`src/rtl/bkm_pkg.sv`:
```
// Shared types and constants for the Barker symbol-timing synchroniser.
// Holds the sync state encoding plus default period and chip counter width.
package bkm_pkg;

    localparam int BKM_PERIOD = 11;
    localparam int BKM_CNT_W  = 4;

    typedef enum logic [1:0] {
        SEARCH = 2'd0,
        VERIFY = 2'd1,
        LOCK   = 2'd2
    } sync_state_t;

endpackage

```
`src/rtl/bkm_chip_counter.sv`:
```
// Modulo-PERIOD chip counter with load-zero; slot flags are combinational from the register.
// Advances only on en_i; clr_i zeroes it regardless of en_i.
module bkm_chip_counter
    import bkm_pkg::*;
#(
    parameter int PERIOD = BKM_PERIOD,
    parameter int CNT_W  = BKM_CNT_W
) (
    input  logic clk,
    input  logic rst_n,
    input  logic clr_i,
    input  logic en_i,
    input  logic load_zero_i,
    output logic slot_exp_o,
    output logic slot_early_o
);

    localparam logic [CNT_W-1:0] CNT_LAST  = CNT_W'(PERIOD - 1);
    localparam logic [CNT_W-1:0] CNT_EARLY = CNT_W'(PERIOD - 2);

    logic [CNT_W-1:0] cnt_q;
    logic [CNT_W-1:0] cnt_d;

    always_comb begin
        cnt_d = cnt_q;
        if (clr_i) begin
            cnt_d = '0;
        end else if (en_i) begin
            if (load_zero_i || (cnt_q == CNT_LAST)) begin
                cnt_d = '0;
            end else begin
                cnt_d = cnt_q + CNT_W'(1);
            end
        end
    end

    always_ff @(posedge clk or negedge rst_n) begin
        if (!rst_n) begin
            cnt_q <= '0;
        end else begin
            cnt_q <= cnt_d;
        end
    end

    assign slot_exp_o   = (cnt_q == CNT_LAST);
    assign slot_early_o = (cnt_q == CNT_EARLY);

endmodule

```
`src/rtl/barker_frame_sync.sv`:
```
// Barker symbol-timing synchroniser: SEARCH/VERIFY/LOCK with flywheel; outputs registered, 1 cycle after the deciding chip.
// No backpressure; chip_en low freezes everything. BKM_SYNC_TOL_EN enables +/-1 chip tolerance in LOCK.
module barker_frame_sync
    import bkm_pkg::*;
#(
    parameter int PERIOD    = BKM_PERIOD,
    parameter int CONFIRM_N = 3,
    parameter int MISS_MAX  = 4,
    parameter int CNT_W     = BKM_CNT_W
) (
    input  logic       clk,
    input  logic       rst_n,
    input  logic       chip_en,
    input  logic       peak_in,
    input  logic       restart,
    output logic       lock,
    output logic       sym_strobe,
    output logic       sym_bit,
    output logic [1:0] sync_state
);

    localparam int HC_W = $clog2(CONFIRM_N + 1);
    localparam int MC_W = $clog2(MISS_MAX + 1);
    localparam logic [HC_W-1:0] HIT_LAST  = HC_W'(CONFIRM_N - 1);
    localparam logic [MC_W-1:0] MISS_LAST = MC_W'(MISS_MAX - 1);

    sync_state_t     state_q;
    logic [HC_W-1:0] hit_cnt_q;
    logic [MC_W-1:0] miss_cnt_q;
    logic            lock_q;
    logic            strobe_q;
    logic            bit_q;

    logic slot_exp;
    logic slot_early;
    logic exp_hit;
    logic exp_miss;
    logic lock_hit;
    logic lock_miss;
    logic load_zero;

`ifdef BKM_SYNC_TOL_EN
    logic pend_q;
`else
    logic unused_slot_early;
    assign unused_slot_early = slot_early;
`endif

    bkm_chip_counter #(
        .PERIOD (PERIOD),
        .CNT_W  (CNT_W)
    ) u_chip_counter (
        .clk          (clk),
        .rst_n        (rst_n),
        .clr_i        (restart),
        .en_i         (chip_en),
        .load_zero_i  (load_zero),
        .slot_exp_o   (slot_exp),
        .slot_early_o (slot_early)
    );

    always_comb begin
        exp_hit  = chip_en & slot_exp & peak_in;
        exp_miss = chip_en & slot_exp & ~peak_in;
`ifdef BKM_SYNC_TOL_EN
        // A pending slot resolves on the very next chip; an early peak realigns immediately.
        lock_hit  = exp_hit | (chip_en & peak_in & (slot_early | pend_q));
        lock_miss = chip_en & pend_q & ~peak_in;
`else
        lock_hit  = exp_hit;
        lock_miss = exp_miss;
`endif
        load_zero = 1'b0;
        case (state_q)
            SEARCH:  load_zero = chip_en & peak_in;
            VERIFY:  load_zero = exp_hit;
            LOCK:    load_zero = lock_hit;
            default: load_zero = 1'b0;
        endcase
    end

`ifdef BKM_SYNC_TOL_EN
    always_ff @(posedge clk or negedge rst_n) begin
        if (!rst_n) begin
            pend_q <= 1'b0;
        end else if (restart) begin
            pend_q <= 1'b0;
        end else if (chip_en) begin
            pend_q <= (state_q == LOCK) & exp_miss;
        end
    end
`endif

    always_ff @(posedge clk or negedge rst_n) begin
        if (!rst_n) begin
            state_q    <= SEARCH;
            hit_cnt_q  <= '0;
            miss_cnt_q <= '0;
            lock_q     <= 1'b0;
            strobe_q   <= 1'b0;
            bit_q      <= 1'b0;
        end else if (restart) begin
            state_q    <= SEARCH;
            hit_cnt_q  <= '0;
            miss_cnt_q <= '0;
            lock_q     <= 1'b0;
            strobe_q   <= 1'b0;
        end else begin
            strobe_q <= 1'b0;
            if (chip_en) begin
                case (state_q)
                    SEARCH: begin
                        if (peak_in) begin
                            state_q   <= VERIFY;
                            hit_cnt_q <= HC_W'(1);
                        end
                    end
                    VERIFY: begin
                        if (exp_hit) begin
                            hit_cnt_q <= hit_cnt_q + HC_W'(1);
                            if (hit_cnt_q == HIT_LAST) begin
                                state_q    <= LOCK;
                                lock_q     <= 1'b1;
                                miss_cnt_q <= '0;
                            end
                        end else if (exp_miss) begin
                            state_q   <= SEARCH;
                            hit_cnt_q <= '0;
                        end
                    end
                    LOCK: begin
                        if (lock_hit) begin
                            strobe_q   <= 1'b1;
                            bit_q      <= 1'b1;
                            miss_cnt_q <= '0;
                        end else if (lock_miss) begin
                            // The slot that exhausts the flywheel is not strobed.
                            if (miss_cnt_q == MISS_LAST) begin
                                state_q    <= SEARCH;
                                lock_q     <= 1'b0;
                                hit_cnt_q  <= '0;
                                miss_cnt_q <= '0;
                            end else begin
                                miss_cnt_q <= miss_cnt_q + MC_W'(1);
                                strobe_q   <= 1'b1;
                                bit_q      <= 1'b0;
                            end
                        end
                    end
                    default: begin
                        state_q <= SEARCH;
                        lock_q  <= 1'b0;
                    end
                endcase
            end
        end
    end

    assign lock       = lock_q;
    assign sym_strobe = strobe_q;
    assign sym_bit    = bit_q;
    assign sync_state = state_q;

endmodule
```
`config.mk`:
```
export PLATFORM = sky130hd
export DESIGN_NAME = barker_frame_sync
export DESIGN_NICKNAME = d
export VERILOG_FILES = /design/src/rtl/bkm_pkg.sv /design/src/rtl/bkm_chip_counter.sv /design/src/rtl/barker_frame_sync.sv
export SDC_FILE = /design/constraint.sdc
export NUM_CORES = 1
export LEC_CHECK = 0
export CAP_MARGIN = 0
export CORE_MARGIN = 2
export CORE_UTILIZATION = 46
export CTS_BUF_LIST = sky130_fd_sc_hd__clkbuf_16
export DETAILED_ROUTE_END_ITERATION = 12
export PLACE_DENSITY = 0.65
export SYNTH_ARGS = -nofsm -noshare
export SYNTH_HDL_FRONTEND = slang
export SYNTH_HIERARCHICAL = 1
export SYNTH_SLANG_ARGS = --single-unit
```
`constraint.sdc`:
```
create_clock -name clk -period 6.1 [get_ports clk]
set_clock_uncertainty 0.1 [all_clocks]
set_input_delay 0.61 -clock clk [delete_from_list [all_inputs] [get_ports clk]]
set_output_delay 0.61 -clock clk [all_outputs]
set_load 0.02 [all_outputs]
```
# Yosys cells after proc, flatten, opt, wreduce, memory -nomap -nowiden
# Cells that the tools add are included.
dict set report word_totals {
  output_inout_bits 5
  input_bits 5
  ff_bits 14
}
dict set report op_classes {
  n_eq_ne 16
  n_bitwise 6
  reduce_logical 12
  n_mux 43
  add_sub_neg 3
}
# operator n
set ops {}
lappend ops {{$mux 2} 12}
lappend ops {{$mux 3} 7}
lappend ops {{$reduce_and 7->1} 3}
lappend ops {{$ne 3x3->1 const B} 6}
lappend ops {{$mux 1} 16}
lappend ops {{$mux 4} 3}
lappend ops {{$ne 4x4->1 const B} 3}
lappend ops {{$pmux 2 s3} 2}
lappend ops {{$reduce_and 5->1} 2}
lappend ops {{$pmux 3 s2} 1}
lappend ops {{$add 4x1->4 const B} 1}
lappend ops {{$and 1x1->1} 4}
lappend ops {{$eq 2x2->1 const B} 2}
lappend ops {{$eq 4x4->1 const B} 1}
lappend ops {{$ne 2x2->1 const B} 2}
lappend ops {{$reduce_bool 2->1} 2}
lappend ops {{$reduce_bool 4->1} 1}
lappend ops {{$add 3x1->3 const B} 1}
lappend ops {{$eq 3x2->1 const B} 1}
lappend ops {{$pmux 1 s3} 1}
lappend ops {{$reduce_bool 3->1} 1}
lappend ops {{$add 2x1->2 const B} 1}
lappend ops {{$eq 2x1->1 const B} 1}
lappend ops {{$logic_not 2->1} 1}
lappend ops {{4 further kinds} 5}

# Longest topological paths before layout
dict set report logic_depth {
  word_depth 8
  depth_mapped 9
  depth_no_buf 8
}

# By module
# Netlist, hierarchy kept.
# mod cells_each instances seq_area_each_um2 area_per_inst_um2
set by_module_without_submodules {}
lappend by_module_without_submodules {barker_frame_sync 77 1 250.2 765.7}
lappend by_module_without_submodules {bkm_chip_counter 28 1 100.1 261.5}

# Worst setup path before layout
# No wires, ideal clock.
dict set report synth_path {
  path_type {flip-flop to flip-flop}
  startpoint {register u_chip_counter.cnt_q[0]}
  endpoint {register u_chip_counter.cnt_q[2]}
  path_buffers 1
  stages_incl_launch_ff 9
  period_less_slack_ps 1979
  setup_ps 77
  path_slack_ps 4121
  t_arrival_ps 1802
  required_ps 5923
  path_cell_list {dfrtp_1 -> inv_1 -> ha_1 -> and3b_2 -> buf_2 -> a21oi_1 -> nor3_1 -> or4_1 -> a21oi_1}
}
dict set report synth_between {
  elab_chain_cells 8
  word_cells_on_any_way 9
}
# element line
set synth_rtl {}
lappend synth_rtl {{start, declared} bkm_chip_counter.sv:21} ;# logic [CNT_W-1:0] cnt_q;
lappend synth_rtl {{start signal, assigned} bkm_chip_counter.sv:41} ;# cnt_q <= cnt_d;
lappend synth_rtl {{$eq 4x4->1} bkm_chip_counter.sv:45} ;# assign slot_exp_o = (cnt_q == CNT_LAST);
lappend synth_rtl {{named net slot_exp} barker_frame_sync.sv:34} ;# logic slot_exp;
lappend synth_rtl {{$and 1x1->1 (2 in series)} barker_frame_sync.sv:63} ;# exp_hit = chip_en & slot_exp & peak_in;
lappend synth_rtl {{$pmux 1 s2} barker_frame_sync.sv:74} ;# case (state_q)
lappend synth_rtl {{named net load_zero} barker_frame_sync.sv:40} ;# logic load_zero;
lappend synth_rtl {{$logic_or 1x1->1} bkm_chip_counter.sv:29} ;# if (load_zero_i || (cnt_q == CNT_LAST)) begin
lappend synth_rtl {{$mux 4} bkm_chip_counter.sv:29}
lappend synth_rtl {{$mux 4} bkm_chip_counter.sv:28} ;# end else if (en_i) begin
lappend synth_rtl {{$mux 4} bkm_chip_counter.sv:26} ;# if (clr_i) begin
# The timed path passes the listed nets, and every way through them passes these cells. The select of a mux whose other input is x is not followed.
# A chain may end at the register's enable or synchronous reset.

# Worst setup path after layout
dict set report layout_path {
  startpoint {input port chip_en}
  endpoint {register miss_cnt_q[0]}
}
dict set report layout_between {
  elab_chain_cells 6
  word_cells_on_any_way 11
}
# element line
set layout_rtl {}
lappend layout_rtl {{start, declared} barker_frame_sync.sv:13} ;# input logic chip_en,
lappend layout_rtl {{$and 1x1->1} {barker_frame_sync.sv:63, barker_frame_sync.sv:64}}
lappend layout_rtl {{$and 1x1->1} barker_frame_sync.sv:63}
lappend layout_rtl {{$mux 3} barker_frame_sync.sv:132} ;# if (lock_hit) begin
lappend layout_rtl {{$pmux 3 s2} barker_frame_sync.sv:111} ;# case (state_q)
lappend layout_rtl {{$mux 3} barker_frame_sync.sv:110} ;# if (chip_en) begin
lappend layout_rtl {{$mux 3} barker_frame_sync.sv:102} ;# end else if (restart) begin
lappend layout_rtl {{end signal, assigned} barker_frame_sync.sv:144} ;# miss_cnt_q <= miss_cnt_q + MC_W'(1);
lappend layout_rtl {{end, declared} barker_frame_sync.sv:29} ;# logic [MC_W-1:0] miss_cnt_q;
# Parallel ways exist; a longest one is shown, timed or not. The select of a mux whose other input is x is not followed.

==> impl_metrics.yaml <==
floorplanning:
  start_util_pct: 50.12
  io_pins: 10
  fp.dieH_um: 50.71
  dieArea_um2: 2571
  fp-row-count: 16
  die_w_um: 50.71
  coreArea_um2: 2002
global_routing:
  grt_usage_pct: 17.77
  grt_remaining_overflow: 0
  grt_pass1_vias: 744
  antenna_found_initial: 0
  grt_pass1_wl_mm: 3.443
  grt_max_degree: 16
worst_setup_path:
  end_kind: "register"
  startpoint: "chip_en"
  r2r_slack_ns: 4.06
  path_max_fanout: 15
  path_class: "in -> reg"
  cp_data_required_time_ns: 6.12
  timing.rr.start: "u_chip_counter/cnt_q[0]$_DFFE_PN0P_"
  crit_arrival_ns: 2.28
  start_kind: "input pin"
  rr_endpoint: "miss_cnt_q[0]$_DFFE_PN0P_"
  reg2regPathDepth: 7
  crit_end: "miss_cnt_q[0]$_DFFE_PN0P_"
detailed_routing:
  firstDrtPassIters: 5
  routedWlPerCell_um: 14.35
  vias_per_cell: 5.797
  drt_wl_total_mm: 1.980
  drc: 0
  vias: 800
  final_antenna_net_count: 0
  drtIter0Drc: 19
power:
  p_comb_share_pct: 12.7
  intPower_mw: 0.1947
  power_switching_mw: 0.05681
  irDropWorstVdd_mv: 0.1242
  power.leakage_nw: 0.4968
  switching_share_pct: 22.59
  clockPowerShare_pct: 47.8
  power_density_nw_per_um2: 212.2
  seq_power_share_pct: 39.5
finish:
  antenna_cells: 0
  post-route-util_pct: 59.19
  nFillCells: 178
  drive_gt1_share_pct: 9.009
  area_growth_syn_to_layout_pct: 18.08
  fin_nets: 128
clocking:
  hold_buffers: 0
  clock_path_buffers: 2
  cts_tree: "yes"
  cts_resized: 0
  cts_buffers: 3
  clock-root-buffer: "clkbuf_16"
  clk_pin_slew_ns: 0.04
  clock_sinks: 14
  cts_setup_buffers: 0
  cts_max_level: 1
  clk_latency_ns: 0.24
timing:
  hold_viol_final: 0
  fin_crit_sh_pct: 37.10
  drv_slew: 0
  fin_crit_ns: 2.263
  rsz0062_at_grt: "no"
  fin_tns_setup_ns: 0
  slew_headroom_pct: 56.25
  worst_pin_slew_ns: 0.6542
  finalSetupViolations: 0
  fmaxAchievable_mhz: 441.9
logic_synthesis:
  ys.warnings.count: 6
  synth_nets: 117
  syn_inst: 102
  synth.avg_cell_area_um2: 9.838
  syn_area_um2: 1003
place:
  gp_congestion: 0.7632
  io_buffer_count: 9
  dp_hpwl_mm: 1.453
flow_run:
  max-cap-violations: 0
worst_hold_path:
  hold_path_class: "reg -> reg"
run_status:
  status: "complete, no violations"
## flip-flops by register name, indices dropped and copies added, names as in the netlist
| name | cells |
|---|---|
| sym_strobe | 1 |
| lock | 1 |
| sync_state | 2 |
| u_chip_counter/cnt_q | 4 |
| miss_cnt_q | 3 |
| hit_cnt_q | 2 |
| sym_bit | 1 |
## worst max-delay path: stages
cell             delay (ns)
clkdlybuf4s50_1        0.68
inv_1                  0.25
o21ai_1                0.10
a21oi_1                0.28
mux2_1                 0.36
## cells in the final DEF, fill, tap and decap left out, types with 2 or more instances in the layout
cell type,count
nand4_1,4
clkbuf_16,3
ha_1,10
a31o_1,2
nand3_1,4
or4_1,2
nor3_1,4
nand2b_1,6
nor2_1,2
a21oi_1,8
mux2_1,2
dfrtp_1,14
nand2_1,5
inv_1,7
clkdlybuf4s50_1,9
mux2i_1,4
o21ai_1,4
## power by group through the flow
stage                     Clock, mW  Combinational [mW]  Sequential, mW
after CTS                     0.122              0.0320          0.0993
after global placement            0              0.0314           0.100
after floorplan                   0              0.0202           0.100
after detailed placement          0              0.0316           0.101
after global routing          0.127              0.0360          0.0997
final                         0.120              0.0319          0.0994
## routing by layer
layer / wire, µm / track usage, % / vias up / share of wire, %
met5: 0 / 0 / - / 0
met4: 21 / 5.405 / 0 / 1.1
met3: 106 / 3.571 / 6 / 5.4
met2: 961 / 30.04 / 26 / 49
met1: 890 / 22.72 / 376 / 45
li1: - / - / 392 / -
## through the flow
| step | cell area, µm² | total power [mW] | worst slack, ns | instances | hold WS [ns] |
|---|---|---|---|---|---|
| global placement | 1110 | 0.1317 | 3.632 | 135 | 0.3855 |
| CTS | 1185 | 0.2533 | 3.841 | 138 | 0.4151 |
| detailed placement | 1110 | 0.1322 | 3.609 | 135 | 0.4054 |
| floorplan | 1003 | 0.1207 | 4.144 | 102 | 0.2144 |
| global route | 1185 | 0.2631 | 3.688 | 138 | 0.4417 |
| finish | 1185 | 0.2515 | 3.837 | 138 | 0.4178 |
## worst min path at each step
stage | start | end | slack [ns] | cells past startpoint
after floorplan | rst_n | hit_cnt_q[0]$_DFFE_PN0P_ | 0.21 | 0
after global placement | miss_cnt_q[1]$_DFFE_PN0P_ | miss_cnt_q[1]$_DFFE_PN0P_ | 0.39 | 1
after detailed placement | miss_cnt_q[1]$_DFFE_PN0P_ | miss_cnt_q[1]$_DFFE_PN0P_ | 0.41 | 1
after CTS | miss_cnt_q[1]$_DFFE_PN0P_ | miss_cnt_q[1]$_DFFE_PN0P_ | 0.42 | 1
after global routing | miss_cnt_q[1]$_DFFE_PN0P_ | miss_cnt_q[1]$_DFFE_PN0P_ | 0.44 | 1
final | miss_cnt_q[1]$_DFFE_PN0P_ | miss_cnt_q[1]$_DFFE_PN0P_ | 0.42 | 1
## final cells by class
| cell class | instances | area (µm²) | area share, % |
|---|---|---|---|
| Inverter | 8 | 30.03 | 2.534 |
| Multi-Input combinational cell | 77 | 605.6 | 51.11 |
| Timing Repair Buffer | 9 | 90.09 | 7.603 |
| Sequential cell | 14 | 350.3 | 29.57 |
| Clock buffer | 3 | 75.07 | 6.336 |
| Tap cell | 27 | 33.78 | 2.851 |
No activity file was read; power rests on OpenSTA's default activity.
